$ cat src/rtl/mfm_sector_parser.sv
// MFM sector parser: frames ID and data fields from the sync decoder byte
// stream, extracts C/H/R/N, checks CRC-16/CCITT and streams payload bytes.
module mfm_sector_parser #(
  parameter int unsigned MAX_SIZE_CODE = 3,
  parameter logic [15:0] CRC_PRESET    = 16'hCDB4
) (
  input  logic        clk,
  input  logic        reset,
  input  logic        enable,
  input  logic [7:0]  byte_in,
  input  logic        byte_valid,
  input  logic        am_detected,
  input  logic [1:0]  am_type,
  output logic        id_valid,
  output logic [7:0]  id_cyl,
  output logic [7:0]  id_head,
  output logic [7:0]  id_sector,
  output logic [7:0]  id_size,
  output logic        id_crc_ok,
  output logic [7:0]  data_byte,
  output logic        data_byte_valid,
  output logic [13:0] data_index,
  output logic        data_done,
  output logic        data_crc_ok,
  output logic        data_deleted,
  output logic        orphan_dam,
  output logic        field_abort
);

  typedef enum logic [1:0] {IDLE, ID_FIELD, DATA_FIELD} state_t;

  localparam logic [7:0] MAX_N = 8'(MAX_SIZE_CODE);

  function automatic logic [15:0] crc_step(input logic [15:0] crc_cur, input logic [7:0] data);
    logic [15:0] c;
    c = crc_cur ^ {data, 8'h00};
    for (int unsigned i = 0; i < 8; i++) begin
      c = c[15] ? ({c[14:0], 1'b0} ^ 16'h1021) : {c[14:0], 1'b0};
    end
    return c;
  endfunction

  state_t      state, next_state;
  logic [14:0] count, next_count;
  logic [15:0] crc, next_crc;
  logic        id_good, next_id_good;
  logic [7:0]  fld_cyl, fld_head, fld_sector, fld_size;
  logic [7:0]  next_fld_cyl, next_fld_head, next_fld_sector, next_fld_size;
  logic        next_id_valid, next_id_crc_ok;
  logic [7:0]  next_id_cyl, next_id_head, next_id_sector, next_id_size;
  logic [7:0]  next_data_byte;
  logic        next_data_byte_valid, next_data_done, next_data_crc_ok, next_data_deleted;
  logic [13:0] next_data_index;
  logic        next_orphan_dam, next_field_abort;
  logic [15:0] crc_byte, crc_am;
  logic [2:0]  size_eff;
  logic [14:0] len;

  // ID bytes collect in fld_* and are published to id_* only when the field
  // completes, so id_* hold their last completed value across partial fields.
  always_comb begin
    next_state           = state;
    next_count           = count;
    next_crc             = crc;
    next_id_good         = id_good;
    next_fld_cyl         = fld_cyl;
    next_fld_head        = fld_head;
    next_fld_sector      = fld_sector;
    next_fld_size        = fld_size;
    next_id_valid        = 1'b0;
    next_id_crc_ok       = id_crc_ok;
    next_id_cyl          = id_cyl;
    next_id_head         = id_head;
    next_id_sector       = id_sector;
    next_id_size         = id_size;
    next_data_byte       = data_byte;
    next_data_byte_valid = 1'b0;
    next_data_index      = data_index;
    next_data_done       = 1'b0;
    next_data_crc_ok     = data_crc_ok;
    next_data_deleted    = data_deleted;
    next_orphan_dam      = 1'b0;
    next_field_abort     = 1'b0;

    crc_byte = crc_step(crc, byte_in);
    crc_am   = crc_step(CRC_PRESET, byte_in);
    size_eff = (id_size > MAX_N) ? MAX_N[2:0] : id_size[2:0];
    len      = 15'd128 << size_eff;

    if (!enable) begin
      if (state != IDLE) next_field_abort = 1'b1;
      next_state   = IDLE;
      next_id_good = 1'b0;
    end else if (byte_valid) begin
      if (am_detected) begin
        if (state != IDLE) next_field_abort = 1'b1;
        next_state = IDLE;
        next_crc   = crc_am;
        next_count = '0;
        if (am_type == 2'b01) begin
          next_state   = ID_FIELD;
          next_id_good = 1'b0;
        end else if (am_type[1]) begin
          if (id_good) begin
            next_state        = DATA_FIELD;
            next_data_deleted = am_type[0];
            next_id_good      = 1'b0;
          end else begin
            next_orphan_dam = 1'b1;
          end
        end
      end else begin
        unique case (state)
          ID_FIELD: begin
            next_crc   = crc_byte;
            next_count = count + 15'd1;
            unique case (count)
              15'd0: next_fld_cyl    = byte_in;
              15'd1: next_fld_head   = byte_in;
              15'd2: next_fld_sector = byte_in;
              15'd3: next_fld_size   = byte_in;
              15'd5: begin
                next_id_valid  = 1'b1;
                next_id_crc_ok = (crc_byte == 16'h0000);
                next_id_good   = (crc_byte == 16'h0000);
                next_id_cyl    = fld_cyl;
                next_id_head   = fld_head;
                next_id_sector = fld_sector;
                next_id_size   = fld_size;
                next_state     = IDLE;
              end
              default: ;
            endcase
          end
          DATA_FIELD: begin
            next_crc   = crc_byte;
            next_count = count + 15'd1;
            if (count < len) begin
              next_data_byte_valid = 1'b1;
              next_data_byte       = byte_in;
              next_data_index      = count[13:0];
            end
            if (count == len + 15'd1) begin
              next_data_done   = 1'b1;
              next_data_crc_ok = (crc_byte == 16'h0000);
              next_state       = IDLE;
            end
          end
          default: ;
        endcase
      end
    end
  end

  // State and registered outputs.
  always_ff @(posedge clk) begin
    if (reset) begin
      state           <= IDLE;
      count           <= '0;
      crc             <= '1;
      id_good         <= 1'b0;
      fld_cyl         <= '0;
      fld_head        <= '0;
      fld_sector      <= '0;
      fld_size        <= '0;
      id_valid        <= 1'b0;
      id_crc_ok       <= 1'b0;
      id_cyl          <= '0;
      id_head         <= '0;
      id_sector       <= '0;
      id_size         <= '0;
      data_byte       <= '0;
      data_byte_valid <= 1'b0;
      data_index      <= '0;
      data_done       <= 1'b0;
      data_crc_ok     <= 1'b0;
      data_deleted    <= 1'b0;
      orphan_dam      <= 1'b0;
      field_abort     <= 1'b0;
    end else begin
      state           <= next_state;
      count           <= next_count;
      crc             <= next_crc;
      id_good         <= next_id_good;
      fld_cyl         <= next_fld_cyl;
      fld_head        <= next_fld_head;
      fld_sector      <= next_fld_sector;
      fld_size        <= next_fld_size;
      id_valid        <= next_id_valid;
      id_crc_ok       <= next_id_crc_ok;
      id_cyl          <= next_id_cyl;
      id_head         <= next_id_head;
      id_sector       <= next_id_sector;
      id_size         <= next_id_size;
      data_byte       <= next_data_byte;
      data_byte_valid <= next_data_byte_valid;
      data_index      <= next_data_index;
      data_done       <= next_data_done;
      data_crc_ok     <= next_data_crc_ok;
      data_deleted    <= next_data_deleted;
      orphan_dam      <= next_orphan_dam;
      field_abort     <= next_field_abort;
    end
  end

endmodule

$ cat config.mk
export PLATFORM = sky130hd
export DESIGN_NAME = mfm_sector_parser
export DESIGN_NICKNAME = d
export VERILOG_FILES = /design/src/rtl/mfm_sector_parser.sv
export SDC_FILE = /design/constraint.sdc
export NUM_CORES = 1
export LEC_CHECK = 0
export CAP_MARGIN = 20
export CORE_MARGIN = 2
export CORE_UTILIZATION = 38
export CTS_CLUSTER_SIZE = 16
export DETAILED_ROUTE_END_ITERATION = 8
export PLACE_DENSITY = 0.62
export SYNTH_ARGS = -nofsm -noshare
export SYNTH_HDL_FRONTEND = slang
export SYNTH_SLANG_ARGS = --single-unit
$ cat constraint.sdc
create_clock -name clk -period 4.3 [get_ports clk]
set_input_delay 1.075 -clock clk [delete_from_list [all_inputs] [get_ports clk]]
set_output_delay 1.075 -clock clk [all_outputs]
set_load 0.05 [all_outputs]
==> key figures <==
Status
  • Run status: finished, final reports clean

Setup path
  • R2R Path Start: id_size[4]
  • Crit-path max FO: 15
  • Setup crit start kind: register
  • WP data arrival: 3500 ps
  • Worst setup startpoint: id_size[4]
  • Crit path required time: 4630 ps
  • Reg2reg path depth: 10
  • Crit Path Class: reg2reg
  • Nature of the critical path endpoint: register

Die
  • Die height: 128 um
  • Starting Density: 38.6%
  • CORE AREA: 0.0150 mm2
  • # rows: 45
  • Die area: 0.0163 mm2
  • Io pins: 77
  • Die Wd: 128 um

Timing
  • Hold Vio Cnt, Final: 0
  • RSZ-0062 raised after global routing: no
  • Final setup margin: 1130 ps
  • Clock Skew: 9.40 ps
  • Relative slew slack: 39.0%
  • Final setup violation count: 0
  • Worst Max-Slew Pin Slew: 915 ps
  • Final TNS setup: 0 ps
  • Fmax: 316 MHz
  • Final cycle utilization of the critical path: 73.7%
  • Min cycle time layout: 3170 ps
  • Slew Limit Fails: 0

Placement
  • Setup WS pre-CTS: 983 ps
  • Post-DP HPWL: 10.0 mm
  • Final RePlAce weighted congestion: 0.827
  • Port Buffers: 76

Global route
  • Grt ovf: 0
  • Met2 Use GR: 30.1%
  • Global-route wire length before repair: 23.4 mm
  • Met3 Use GR: 4.82%
  • Met1 Use GR: 22.9%
  • Vias in the first global route: 4,745
  • Largest net degree at the start of global routing: 77
  • Global route hottest layer: met2
  • Initial antenna violation count: 0
  • GRT Resource Usage Total: 18.2%

Synthesis
  • Syn Area/Cell: 8.40 um2
  • Count leader, synth: nand2_1
  • Synth top area cells: dfxtp_1, nand2_1, a21oi_1
  • Gate Count Post-Synth: 690
  • Top cells by count, synth: nand2_1, dfxtp_1, a21oi_1
  • Number of synthesized flops with an enable pin: 0
  • YS warnings: 0
  • Synthesized area: 0.00580 mm2
  • Largest area contributor in the netlist: dfxtp_1
  • Async set-or-reset flop fraction in the synthesized netlist: 0%
  • Cell variety after synth: 52
  • Post-synthesis sequential area ratio: 44.2%
  • Area share of the largest cell type after synthesis: 44.2%
  • Top_reg_cell synth: dfxtp_1
  • Seq cells post-synth: 128

Worst hold path
  • Hold crit path type: reg2reg
  • Hold path startpoint: fld_sector[1]
  • Hold Crit Depth: 2

Final layout
  • # diodes: 0
  • Final core occ: 48.4%
  • Nets: 784
  • Layout cell share with drive strength beyond 1: 8.90%
  • P&R area growth vs syn: 25.4%

CTS
  • TritonCTS Buffers: 17
  • Post-CTS setup buffer count: 0
  • # clock sinks: 128
  • Post-cts resize count: 0
  • Hold_buf cts: 0
  • CTS tree: done
  • Worst-path clk slew: 50 ps
  • Clk buf depth: 2
  • Worst-Skew Late Latency: 410 ps
  • CTS HTree Levels: 4
  • Clock tree root driver cell: clkbuf_16

Route
  • Post-DR vias/cell: 5.07
  • Antenna Nets Post-Route: 0
  • DR vias: 4,822
  • Total Wirelength: 14.5 mm
  • Initial DRT Pass Iterations: 5
  • Routed WL per cell: 15.2 um
  • Detailed Route Iter0 Violations: 452
  • Drc violations: 0

Job
  • Max-cap violations: 0

Power
  • Static leakage: 2.53 nW
  • Maximum VDD drop: 0.242 mV
  • Cell area power density: 395 mW/mm2
-- path summary, 6_finish.rpt --
check | end | slack (ps)
setup reg to reg | data_index[1] | 1130
hold reg to reg | fld_sector[1] | 450
setup / recovery | data_index[1] | 1130
hold / removal | fld_sector[1] | 450
-- routing by layer --
metal | vias up | share of wire (%)
met1 | 2289 | 46
met4 | 0 | 1.6
met2 | 89 | 48
met3 | 16 | 4.2
li1 | 2428 | -
met5 | - | 0
-- logic make-up after synthesis --
group | synth area share (%)
simple gates | 22.8
flops | 44.2
compound gates | 12.1
xor+xnor | 8.69
buf+inv | 4.47
mux | 4.16
fa+ha+maj | 3.45
other cells | 0.0647
-- critical path, cell delays in order (launching register included) --
cell and delay, ps:
dfxtp_1 320, nor4_1 490, nand2_1 160, or3_1 340, ha_1 290, o21ai_0 150, nand2b_1 70, a211oi_1 250
o311a_1 550, buf_12 240, mux2i_1 210
-- flip-flops by register name, summed over array words and instances (netlist names), 2 cells and up --
name        cells
crc            16
count          15
data_index     14
data_byte       8
fld_cyl         8
fld_head        8
fld_sector      8
fld_size        8
id_cyl          8
id_head         8
id_sector       8
id_size         8
state           2
-- per-stage QoR --
| stage | instances | total power, mW | instance area [um2] | hold WS, ps |
|---|---|---|---|---|
| finish | 952 | 2.87 | 7270 | 451 |
| global route | 952 | 2.96 | 7270 | 457 |
| CTS | 952 | 2.89 | 7270 | 453 |
| detailed placement | 922 | 1.41 | 6660 | 444 |
| global placement | 922 | 1.40 | 6660 | 440 |
| floorplan | 693 | 1.36 | 5810 | 432 |
-- where the power goes --
group          switching, mW  internal, mW  total, mW
clock                  0.513         0.974       1.49
sequential            0.0118          1.20       1.21
combinational          0.106        0.0692      0.175
total                  0.631          2.24       2.87
-- layout make-up --
cell class                 instances  area [um2]
tap                              188         235
timing repair buffer              87         851
multi-input combinational        512        2990
clock buffer                      19         443
sequential                       128        2560
fill                            1425        7760
clock inverter                    11         165
inverter                           7        26.3
-- cells in the final DEF (no fill, tap or decap), types with 5 or more instances in the layout --
master,n
nand4_1,8
clkbuf_16,17
nor4_1,5
nand3_1,12
buf_4,10
dfxtp_1,128
a21oi_2,20
nand2_1,203
nor2_1,39
xnor2_1,27
a21oi_1,52
xor2_1,28
inv_1,6
and3_1,7
nor3_1,9
ha_1,16
o211ai_1,14
clkdlybuf4s50_1,75
o21ai_0,5
mux2i_1,23
(Power assumes the default switching activity.)
